===== src/rtl/pts_tx_controller.sv =====
// pts_tx_controller
//
// Transmit sequencer for a flexible parallel-to-serial shift register.
// It accepts one word per valid/ready handshake and presents it on the
// register's parallel input. It then issues a one-cycle load pulse,
// followed by one shift pulse per bit period until every bit has been held
// on the serial line for CLKS_PER_BIT cycles.
//
// Parameters:
//   NUM_BITS      word width; must match the shift register (>= 2)
//   CLKS_PER_BIT  clock cycles each bit is held on the line (>= 1)
//
// Ports:
//   clk           system clock, rising edge
//   rst           synchronous, active-high reset
//   tx_valid      source has a word on tx_data
//   tx_data       word to transmit; sampled only on the accept edge
//   tx_ready      controller can accept a word (IDLE only)
//   pts_data      captured word, drives the shift register parallel_in
//   load_enable   one-cycle load pulse to the shift register
//   shift_enable  one-cycle shift pulse to the shift register
//   busy          high in every state except IDLE
//   tx_done       one-cycle pulse coinciding with the final shift pulse
//
// Build option:
//   PTS_TX_CONTROLLER_GAP_EN  when defined, an idle-high GAP of
//   CLKS_PER_BIT cycles follows every frame before returning to IDLE.

module pts_tx_controller #(
  parameter int NUM_BITS     = 8,
  parameter int CLKS_PER_BIT = 10
) (
  input  logic                clk,
  input  logic                rst,
  input  logic                tx_valid,
  input  logic [NUM_BITS-1:0] tx_data,
  output logic                tx_ready,
  output logic [NUM_BITS-1:0] pts_data,
  output logic                load_enable,
  output logic                shift_enable,
  output logic                busy,
  output logic                tx_done
);

  localparam int CLK_W = $clog2(CLKS_PER_BIT + 1);
  localparam int BIT_W = $clog2(NUM_BITS + 1);

  localparam logic [CLK_W-1:0] CLK_LAST = CLK_W'(CLKS_PER_BIT - 1);
  localparam logic [BIT_W-1:0] BIT_LAST = BIT_W'(NUM_BITS - 1);
  localparam logic [CLK_W-1:0] CLK_ONE  = CLK_W'(1);
  localparam logic [BIT_W-1:0] BIT_ONE  = BIT_W'(1);

`ifdef PTS_TX_CONTROLLER_GAP_EN
  typedef enum logic [1:0] {
    S_IDLE  = 2'd0,
    S_LOAD  = 2'd1,
    S_SHIFT = 2'd2,
    S_GAP   = 2'd3
  } state_t;
`else
  typedef enum logic [1:0] {
    S_IDLE  = 2'd0,
    S_LOAD  = 2'd1,
    S_SHIFT = 2'd2
  } state_t;
`endif

  state_t              state_q, state_d;
  logic [CLK_W-1:0]    clk_cnt_q, clk_cnt_d;
  logic [BIT_W-1:0]    bit_cnt_q, bit_cnt_d;
  logic [NUM_BITS-1:0] pts_data_q, pts_data_d;

  logic clk_last;
  logic bit_last;

  assign clk_last = (clk_cnt_q == CLK_LAST);
  assign bit_last = (bit_cnt_q == BIT_LAST);

  // Outputs decode only registered state, so no input reaches an output
  // combinationally. LOAD and SHIFT are distinct states, which keeps the
  // load and shift pulses mutually exclusive.
  always_comb begin
    tx_ready     = (state_q == S_IDLE);
    busy         = (state_q != S_IDLE);
    load_enable  = (state_q == S_LOAD);
    shift_enable = (state_q == S_SHIFT) && clk_last;
    tx_done      = (state_q == S_SHIFT) && clk_last && bit_last;
    pts_data     = pts_data_q;
  end

  always_comb begin
    state_d    = state_q;
    clk_cnt_d  = clk_cnt_q;
    bit_cnt_d  = bit_cnt_q;
    pts_data_d = pts_data_q;

    case (state_q)
      S_IDLE: begin
        if (tx_valid) begin
          state_d    = S_LOAD;
          clk_cnt_d  = '0;
          bit_cnt_d  = '0;
          pts_data_d = tx_data;
        end
      end

      S_LOAD: begin
        state_d = S_SHIFT;
      end

      S_SHIFT: begin
        if (clk_last) begin
          clk_cnt_d = '0;
          // bit_cnt reaches NUM_BITS on the final pulse; its width holds
          // that value, and it is cleared again on the next accept.
          bit_cnt_d = bit_cnt_q + BIT_ONE;
          if (bit_last) begin
`ifdef PTS_TX_CONTROLLER_GAP_EN
            state_d = S_GAP;
`else
            state_d = S_IDLE;
`endif
          end
        end else begin
          clk_cnt_d = clk_cnt_q + CLK_ONE;
        end
      end

`ifdef PTS_TX_CONTROLLER_GAP_EN
      // clk_cnt wrapped to 0 on the final shift, so counting it to
      // CLKS_PER_BIT-1 again gives exactly one idle bit period.
      S_GAP: begin
        if (clk_last) begin
          clk_cnt_d = '0;
          state_d   = S_IDLE;
        end else begin
          clk_cnt_d = clk_cnt_q + CLK_ONE;
        end
      end
`endif

      default: begin
        state_d = S_IDLE;
      end
    endcase
  end

  always_ff @(posedge clk) begin
    if (rst) begin
      state_q    <= S_IDLE;
      clk_cnt_q  <= '0;
      bit_cnt_q  <= '0;
      pts_data_q <= '0;
    end else begin
      state_q    <= state_d;
      clk_cnt_q  <= clk_cnt_d;
      bit_cnt_q  <= bit_cnt_d;
      pts_data_q <= pts_data_d;
    end
  end

endmodule


===== config.mk =====
export PLATFORM = sky130hd
export DESIGN_NAME = pts_tx_controller
export DESIGN_NICKNAME = d
export VERILOG_FILES = /design/src/rtl/pts_tx_controller.sv
export SDC_FILE = /design/constraint.sdc
export NUM_CORES = 1
export LEC_CHECK = 0
export ABC_AREA = 1
export BUFFER_PORTS_ARGS = -buffer_cell sky130_fd_sc_hd__buf_4
export CORE_UTILIZATION = 52
export CTS_CLUSTER_SIZE = 16
export DETAILED_ROUTE_END_ITERATION = 16
export PLACE_DENSITY = 0.91
export SETUP_SLACK_MARGIN = 0.02
export SKIP_LAST_GASP = 1
export SLEW_MARGIN = 30
export SYNTH_ARGS = -nofsm -noshare
export SYNTH_HDL_FRONTEND = slang
export SYNTH_SLANG_ARGS = --single-unit

===== constraint.sdc =====
create_clock -name clk -period 3.2 [get_ports clk]
set_input_delay 0.48 -clock clk [delete_from_list [all_inputs] [get_ports clk]]
set_output_delay 0.48 -clock clk [all_outputs]
set_load 0.01 [all_outputs]

-- Yosys cells after proc, flatten, opt, wreduce, memory -nomap -nowiden
Cells that the tools add are included.
- register bits after elaboration: 18
- input port bits: 11
- output and inout port bits: 13
- add/sub/neg operators: 2
- eq/ne operators: 7
- multiplexer cells: 9
- reduce and logical (&&, ||, !) cells: 9
- operators with widths (kind ; number):
    4-bit one-hot mux with 2 select lines ; 2
    4-bit two-way mux ; 3
    4-bit by 1-bit adder with 4-bit output, second input constant ; 2
    2-bit two-way mux ; 3
    2-bit != test, second input constant ; 3
    2-bit one-hot mux with 3 select lines ; 1
    3-bit AND reduction ; 2
    4-bit by 3-bit == test with 1-bit output, second input constant ; 1
    4-bit == test, second input constant ; 1
    2-bit AND reduction ; 2
    2-bit nonzero test ; 2
    2-bit by 1-bit == test with 1-bit output, second input constant ; 1
    2-bit == test, second input constant ; 1
    1-bit logical AND ; 2
    2-bit logical NOT ; 1

-- Longest topological paths before layout
Gate-level depths: netlist (run 1).
- depth in word-level cells: 4
- gate-level depth with buffers: 7

-- Least setup slack after synthesis (run 1)
Ideal clock, no wire load.
- kind: register -> output
- start: register bit_cnt_q[0]
- end: output port tx_done
- data arrival time: 939 ps
- path slack: 1781 ps
- stages on the path, launching flop included: 5
- buffers on the path: 0
- path through: dfxtp_1 ha_1 nand2_1 or2_1 nor2_1
- cells in the longest elaborated chain, start to end: 2
- RTL lines (element ; line ; text):
    from (decl) ; 70 ; logic [BIT_W-1:0] bit_cnt_q, bit_cnt_d;
    from (signal assigned) ; 157 ; bit_cnt_q <= bit_cnt_d;
    4-bit by 3-bit == test with 1-bit output ; 77 ; assign bit_last = (bit_cnt_q == BIT_LAST);
    1-bit logical AND ; 87 ; tx_done = (state_q == S_SHIFT) && clk_last && bit_last;
    to (decl) ; 42 ; output logic tx_done
Every way passes these cells.

-- Worst setup path in the final report (run 1)
Same ends and word-level chain as after synthesis.

==> out/results.md, run 1 <==
| Parameter | Reported |
|---|---|
| Yosys synthesis warning count | 0 |
| Final hold violation count | 0 |
| Chip Width | 41.1 um |
| Ant diodes | 0 |
| Die Y-Extent | 41.1 um |
| Netlist Area Pre-Place | 796 um^2 |
| CTS hold repair buffers | 0 |
| Initial antenna violation count | 0 |
| Max rail drop VDD | 0.000370 V |
| Hold-critical path endpoint | clk_cnt_q[2]$_SDFFE_PP0P_ |
| MaxCap Viol Count | 0 |
| Pre-antenna DRT Iters | 4 |
| Vias in the first global route | 633 |
| Vias per std cell | 5.17 |
| IO Pins | 24 |
| Final-layout setup total negative slack | 0 ns |
| Type of the most critical hold path | primary input to flop |
| Number of nets in the layout | 149 |
| Final Worst Setup Slack | 1.32 ns |
| Data arrival at the endpoint of the critical path | 1.40 ns |
| Min-Delay Path Depth | 2 |
| Hold Path Origin | rst |
| Synthesized instance count | 111 |
| Share of the core filled with cells | 0.743 |
| Die Outline Area | 0.00169 mm^2 |
| CP max FO | 3 |
| Reg2Reg Depth | 6 |
| Maximum clock frequency | 0.533 GHz |
| Starting density of the core | 0.582 |
| Worst-case register-to-register setup slack | 1.82 ns |
| Clock latency on the worst-skew pair | 0.29 ns |
| IO buf count | 23 |
| Headroom to the max-slew limit | 0.795 |
| Synth-to-Final Area Change | 27.5% |
| Most area-consuming cells after synthesis | dfxtp_1 (45%), nor2_1 (11%), nand2_1 (9.0%) |
| Cell area after layout | 0.00101 mm^2 |
| Hold Worst Slack | 0.371 ns |
| Clock-pin slew on the worst setup and hold paths | 0.10 ns |
| Post-place setup slack | 1.66 ns |
| Fraction of final layout cells sized beyond drive strength 1 | 0.272 |
| Clock tree skew after final layout | 0.00544 ns |
| Unrepaired setup endpoints after global routing | false |
| Number of instances in the placed design | 147 |
| Via count | 780 |
| Count of final max-slew check failures | 0 |
| Critical path startpoint category | flop |
| Number of DRC markers in iteration 0 | 16 |
| Detailed-placement wirelength estimate | 1.24 mm |
| CTS H-tree lvls | 1 |
| Post-detailed-route count of antenna-violating nets | 0 |
| Post-route fraction of the period consumed by the critical path | 0.587 |
| Proportion of netlist area held by the largest area contributor | 0.453 |
| Tot Pwr | 0.512 mW |
| Remaining Overflow, GRT | 0 |
| Filler-free cell count of the finished design | 151 |
| Min Tclk post-route | 1.88 ns |
| Launching point of the worst reg2reg path | state_q[0]$_SDFFE_PP0P_ |
| Wire length after detailed routing | 1.65 mm |
| Post-Synthesis Mean Instance Area | 7.17 um^2 |
| Gp weighted congestion | 0.764 |
| Endpoint class of the critical path | output pin |
| Data required time of the critical path | 2.72 ns |
| Result of the run | completed |
| Distinct cells, synth | 20 |
| Global-route wire length before repair | 2.55 mm |
| Synthesis-stage register bit count | 18 |
| Aggregate global-route resource usage | 0.243 |
| Cell type contributing the most total cell area after synthesis | dfxtp_1 |
| Sequential cell area fraction in the yosys report | 0.453 |
| Largest net degree at the start of global routing | 14 |
| Setup Crit Path Kind | flop to output pin |
| Reported leakage power | 0.475 nW |
| Power Dens Cells | 505 mW/mm^2 |
| Slew at the pin with the worst max-slew slack | 0.307 ns |
| Standard cell core area | 0.00137 mm^2 |
| Post-CTS setup repair buffer count | 0 |
| Final number of setup-violating endpoints | 0 |
| Drc violations | 0 |
| Wire length per cell after detailed routing | 10.9 um |
| Max clock buf depth | 2 |
| CTS root buffer | clkbuf_4 |
| Post-Synthesis Net Count | 123 |
| TritonCTS clock tree | built |
| Clock sink count | 18 |
| Reg2Reg Capture Point | clk_cnt_q[3]$_SDFFE_PP0P_ |
| Instance area after placement | 978 um^2 |
| CTS-repair resized insts | 0 |
| Num CTS Buffers | 3 |
| Row Count | 13 |
-- worst max path at each step --
stage,startpoint,to,slack [ns]
3_3_place_gp,bit_cnt_q[0]$_SDFFE_PP0P_,tx_done,1.73
4_1_cts,bit_cnt_q[0]$_SDFFE_PP0P_,tx_done,1.32
2_1_floorplan,bit_cnt_q[0]$_SDFFE_PP0P_,tx_done,1.78
5_1_grt,bit_cnt_q[0]$_SDFFE_PP0P_,tx_done,1.22
3_5_place_dp,bit_cnt_q[0]$_SDFFE_PP0P_,tx_done,1.66
6_report,bit_cnt_q[0]$_SDFFE_PP0P_,tx_done,1.32
-- cells by family after synthesis --
| kind of cell | synth area share |
|---|---|
| buffers and inverters | 0.0723 |
| adders and majority gates | 0.0157 |
| DFF | 0.453 |
| AOI/OAI and AO/OA | 0.138 |
| and+or+nand+nor | 0.321 |
-- cells in the final DEF (no fill, tap or decap) --
| cell | synthesis | layout |
|---|---|---|
| a21oi_1 | 7 | 7 |
| a22oi_1 | 1 | 1 |
| buf_4 | 0 | 23 |
| clkbuf_4 | 0 | 3 |
| clkbuf_8 | 0 | 1 |
| dfxtp_1 | 18 | 18 |
| ha_1 | 1 | 1 |
| inv_1 | 10 | 10 |
| inv_2 | 3 | 3 |
| nand2_1 | 19 | 19 |
| nand2_2 | 2 | 2 |
| nand3_1 | 3 | 3 |
| nand3_4 | 1 | 1 |
| nand4_1 | 2 | 2 |
| nor2_1 | 24 | 24 |
| nor2_2 | 3 | 3 |
| nor2_4 | 1 | 1 |
| o21ai_0 | 1 | 1 |
| o21ai_1 | 11 | 11 |
| o21bai_1 | 1 | 1 |
| or2_1 | 1 | 1 |
-- critical path: stages (launching register included) --
cell and delay (ns):
dfxtp_1 0.37, ha_1 0.19, nand2_1 0.08, or2_1 0.22, nor2_1 0.11, buf_4 0.13
-- sequential cells by signal, indices dropped and copies added, names as in the netlist --
name and cells:
bit_cnt_q 4, clk_cnt_q 4, pts_data 8, state_q 2
-- cells in the mapped netlist --
| master | n |
|---|---|
| a21oi_1 | 7 |
| a22oi_1 | 1 |
| buf_2 | 1 |
| clkbuf_1 | 1 |
| dfxtp_1 | 18 |
| ha_1 | 1 |
| inv_1 | 10 |
| inv_2 | 3 |
| nand2_1 | 19 |
| nand2_2 | 2 |
| nand3_1 | 3 |
| nand3_4 | 1 |
| nand4_1 | 2 |
| nor2_1 | 24 |
| nor2_2 | 3 |
| nor2_4 | 1 |
| o21ai_0 | 1 |
| o21ai_1 | 11 |
| o21bai_1 | 1 |
| or2_1 | 1 |
-- power by group --
part / switching (mW) / internal (mW) / leakage [nW]
combinational: 0.0667 / 0.0514 / 0.307
clock: 0.0683 / 0.0694 / 0.0210
sequential: 0.0140 / 0.243 / 0.148
-- area by class of cell --
cell class | count | area [um^2]
clock buffers | 4 | 36.3
fillers | 119 | 352
inverters | 13 | 48.8
multi-input cells | 78 | 378
flip-flops and latches | 18 | 360
well taps | 15 | 18.8
repair buffers | 23 | 173
-- per-layer routing --
layer,vias to the layer above,track usage,share of wire
met3,5,0.0598,0.074
met4,0,0.145,0.028
li1,405,-,-
met2,39,0.406,0.48
met1,331,0.277,0.42
met5,-,0,0
Note: power is estimated with default switching activity, not from simulation.
==> run 2: changes to the inputs <==
--- a/config.mk
+++ b/config.mk
@@ -5,12 +5,13 @@
 export SDC_FILE = /design/constraint.sdc
 export NUM_CORES = 1
 export LEC_CHECK = 0
-export ABC_AREA = 1
+export ABC_AREA = 0
 export BUFFER_PORTS_ARGS = -buffer_cell sky130_fd_sc_hd__buf_4
-export CORE_UTILIZATION = 52
+export CORE_ASPECT_RATIO = 1.2
+export CORE_UTILIZATION = 49
 export CTS_CLUSTER_SIZE = 16
 export DETAILED_ROUTE_END_ITERATION = 16
-export PLACE_DENSITY = 0.91
+export PLACE_DENSITY = 0.86
 export SETUP_SLACK_MARGIN = 0.02
 export SKIP_LAST_GASP = 1
 export SLEW_MARGIN = 30
==> constraint.sdc (replaced) <==
create_clock -name clk -period 1.8 [get_ports clk]
set_input_delay 0.27 -clock clk [delete_from_list [all_inputs] [get_ports clk]]
set_output_delay 0.27 -clock clk [all_outputs]
set_load 0.01 [all_outputs]
==> run 2 against run 1 <==
Effect of this change: the flow now finishes with violations (DRC); global-route usage decreased by 2.5 points; sequential power increased by 68%; utilization decreased by 9.1 points; critical path type unchanged; largest power group unchanged.
==> out/results.md, run 2 <==
| Parameter | Reported | Change |
|---|---|---|
| Result of the run | complete, but fails checks | was completed |
| Violated checks | DRC |  |
| Post-route fraction of the period consumed by the critical path | 0.932 |  |
| Max clock buf depth | 2 | unchanged |
| Largest stage delay, worst path | 0.36 ns | was 0.37 ns |
| Final-layout setup total negative slack | 0 ns | unchanged |
| Power Dens Cells | 715 mW/mm^2 | was 505 mW/mm^2 |
| Num CTS Buffers | 3 | unchanged |
| Vias per std cell | 5.56 | was 5.17 |
| Switching Share | 0.262 | was 0.291 |
| Critical path startpoint category | flop | unchanged |
| Combinational share of power | 0.173 | was 0.231 |
| Endpoint class of the critical path | output pin | unchanged |
| Sequential power share | 0.570 | was 0.501 |
| Starting density of the core | 0.517 | was 0.582 |
| List of most frequent post-synthesis cells | dfxtp_1 (18), nand2_1 (17), a21oi_1 (11) | was nor2_1 (24), nand2_1 (19), dfxtp_1 (18) |
| Post-Synthesis Net Count | 112 | was 123 |
| Most frequent cells in the layout | buf_4 (27), nand2_1 (17), dfxtp_1 (17), a21oi_1 (11), nor2_1 (5) | was nor2_1 (24), buf_4 (23), nand2_1 (19), dfxtp_1 (18), o21ai_1 (11) |
| Ordered list of cells on the worst path | nand4bb_4 -> buf_4 -> nor3_1 -> buf_4 | was ha_1 -> nand2_1 -> or2_1 -> nor2_1 -> buf_4 |
| Netlist Area Pre-Place | 838 um^2 | was 796 um^2 |
| Combined buffer and inverter count along the critical path | 2 | was 1 |
| Count of final max-slew check failures | 0 | unchanged |
| Number of DRC markers in iteration 0 | 12 | was 16 |
| Max rail drop VDD | 0.000508 V | was 0.000370 V |
| Internal power | 0.558 mW | was 0.363 mW |
| Clock-pin slew on the worst setup and hold paths | 0.10 ns | about the same |
| Initial antenna violation count | 0 | unchanged |
| Remaining Overflow, GRT | 0 | unchanged |
| Largest net degree at the start of global routing | 19 | was 14 |
| Type of the most critical hold path | primary input to flop | unchanged |
| Sequential cell area fraction in the yosys report | 0.430 | was 0.453 |
| Vias in the first global route | 681 | was 633 |
| Tot Pwr | 0.756 mW | was 0.512 mW |
| TritonCTS clock tree | built | unchanged |
| Distinct cells, synth | 34 | was 20 |
| Global-route wire length before repair | 2.77 mm | was 2.55 mm |
| Gp weighted congestion | 0.819 | was 0.764 |
| Worst path most repeated cell | buf_4 |  |
| Clock tree skew after final layout | 0.00347 ns | was 0.00544 ns |
| Most area-consuming cells after synthesis | dfxtp_1 (43%), nand2_1 (7.6%), a21oi_1 (6.6%) | was dfxtp_1 (45%), nor2_1 (11%), nand2_1 (9.0%) |
| Ant diodes | 0 | unchanged |
| Headroom to the max-slew limit | 0.790 | was 0.795 |
| Slowest library cell on the worst path | dfxtp_2 | was dfxtp_1 |
| Number of nets in the layout | 136 | was 149 |
| Filler-free cell count of the finished design | 140 | was 151 |
| Data required time of the critical path | 1.53 ns | was 2.72 ns |
| Proportion of netlist area held by the largest area contributor | 0.430 | was 0.453 |
| Slew at the pin with the worst max-slew slack | 0.315 ns | was 0.307 ns |
| Min Tclk post-route | 1.68 ns |  |
| Aggregate global-route resource usage | 0.218 | was 0.243 |
| Die Y-Extent | 47.3 um | was 41.1 um |
| Final hold violation count | 0 | unchanged |
| IO Pins | 24 | unchanged |
| Data arrival at the endpoint of the critical path | 1.41 ns | was 1.40 ns |
| Cell with the most instances after synthesis | dfxtp_1 | was nor2_1 |
| Drc violations | 1 | was 0 |
| Pre-antenna DRT Iters | 9 | was 4 |
| Row Count | 16 | was 13 |
| Max reg flops | 8 | unchanged |
| Standard cell core area | 0.00162 mm^2 | was 0.00137 mm^2 |
| Wire length per cell after detailed routing | 13.0 um | was 10.9 um |
| Synth-to-Final Area Change | 26.1% | was 27.5% |
| Switching power summed over all nets | 0.198 mW | was 0.149 mW |
| Final number of setup-violating endpoints | 0 | unchanged |
| MaxCap Viol Count | 0 | unchanged |
| IO buf count | 23 | unchanged |
| Chip Width | 39.8 um | was 41.1 um |
| CTS hold repair buffers | 0 | unchanged |
| Fill cell total of the finished layout | 136 | was 119 |
| Number of synthesized flops with an enable pin | 0 | unchanged |
| CP max FO | 8 | was 3 |
| Fraction of final layout cells sized beyond drive strength 1 | 0.303 | was 0.272 |
| Unrepaired setup endpoints after global routing | false | unchanged |
| Cell type contributing the most total cell area after synthesis | dfxtp_1 | unchanged |
| Via count | 778 | was 780 |
| Die Outline Area | 0.00188 mm^2 | was 0.00169 mm^2 |
| Setup Crit Path Kind | flop to output pin | unchanged |
| Maximum clock frequency | 0.596 GHz |  |
| Post-synth ARST share | 0 | unchanged |
| Clock sink count | 18 | unchanged |
| Synth Flop Type | dfxtp_1 | unchanged |
| Synthesis-stage register bit count | 18 | unchanged |
| CP top delay family | simple AND/OR/NAND/NOR gates | unchanged |
| Post-detailed-route count of antenna-violating nets | 0 | unchanged |
| Share of the core filled with cells | 0.652 | was 0.743 |
| Clock network fraction of total power | 0.257 | was 0.269 |
| Yosys synthesis warning count | 0 | unchanged |
| Wire length after detailed routing | 1.82 mm | was 1.65 mm |
| Number of instances in the placed design | 136 | was 147 |
| Clock latency on the worst-skew pair | 0.28 ns | was 0.29 ns |
| CTS root buffer | clkbuf_4 | unchanged |
| Post-Synthesis Mean Instance Area | 8.38 um^2 | was 7.17 um^2 |
| Leading cell type in the layout, fill and taps excluded | buf_4 | was nor2_1 |
| CTS H-tree lvls | 1 | unchanged |
| Reported leakage power | 0.411 nW | was 0.475 nW |
| Synthesized instance count | 100 | was 111 |
| Detailed-placement wirelength estimate | 1.26 mm | was 1.24 mm |
## run 2: cell types whose count changed in the layout (fill, tap and decap cells not counted), sizes merged, moves of 4 or more
| cell | change |
|---|---|
| a211oi | +4 |
| a21oi | +4 |
| buf | +4 |
| inv | -9 |
| nand2 | -4 |
| nor2 | -23 |
| o21ai | -9 |
## run 2: layout make-up
cell class              instances  area (um^2)  area share
repair buffers                 27          203       0.192
well taps                      18         22.5      0.0213
clock buffers                   3         22.5      0.0213
multi-input cells              70          433       0.409
inverters                       4         15.0      0.0142
flip-flops and latches         18          362       0.342
## run 2: power groups by stage
stage | clock, mW | combinational [mW] | sequential, mW
floorplan | 0 | 0.0733 | 0.440
global placement | 0 | 0.128 | 0.438
detailed placement | 0 | 0.131 | 0.439
CTS | 0.199 | 0.132 | 0.431
global route | 0.215 | 0.143 | 0.434
finish | 0.194 | 0.131 | 0.431
## run 2: metrics by stage
stage | cell area [um^2] | setup WS (ns) | hold WS (ns)
2_1_floorplan | 838 | 0.362 | 0.406
3_3_place_gp | 1010 | 0.307 | 0.442
3_5_place_dp | 1010 | 0.235 | 0.450
4_1_cts | 1050 | 0.0769 | 0.218
5_1_grt | 1060 | 0.0217 | 0.223
6_report | 1060 | 0.122 | 0.223
## run 2: cells by family (layout without fill, tap and decap cells)
group	count (synthesis)	count (layout)	synth area share
AND/OR/NAND/NOR	42	42	0.279
AO/OA/AOI/OAI	27	27	0.203
flip-flops	18	18	0.430
buffers and inverters	12	34	0.0731
adder cells (fa/ha/maj)	1	1	0.0149
## run 2: per-layer routing
metal | wire (um) | GRT usage | vias to the layer above
met5 | 0 | 0 | -
met4 | 12 | 0.0828 | 0
met3 | 55 | 0.0474 | 2
met2 | 976 | 0.397 | 15
met1 | 778 | 0.243 | 366
li1 | - | - | 395
## run 2: final timing paths
path | start | end | slack (ns) | cells after the start
worst max-delay path | clk_cnt_q[1]$_SDFFE_PP0P_ | tx_done | 0.12 | 4
worst min-delay path | tx_data[0] | pts_data[0]$_SDFFE_PP0P_ | 0.22 | 3
worst max register to register | state_q[1]$_SDFFE_PP0P_ | bit_cnt_q[3]$_SDFFE_PP0P_ | 0.33 | 3
worst min register to register | pts_data[3]$_SDFFE_PP0P_ | pts_data[3]$_SDFFE_PP0P_ | 0.46 | 2
## run 2: repair_timing
item / in CTS / in global routing
buffers inserted: 0 / 1
endpoints found under the setup margin: 1 / 1
gates resized for setup: 2 / 1
pin swaps: 0 / 1
## run 2: worst min-delay path: cells and delay by family
family	cells	cell delay, ns
buffers and inverters	1	0.11
AOI/OAI and AO/OA	1	0.05
and+or+nand+nor	1	0.04
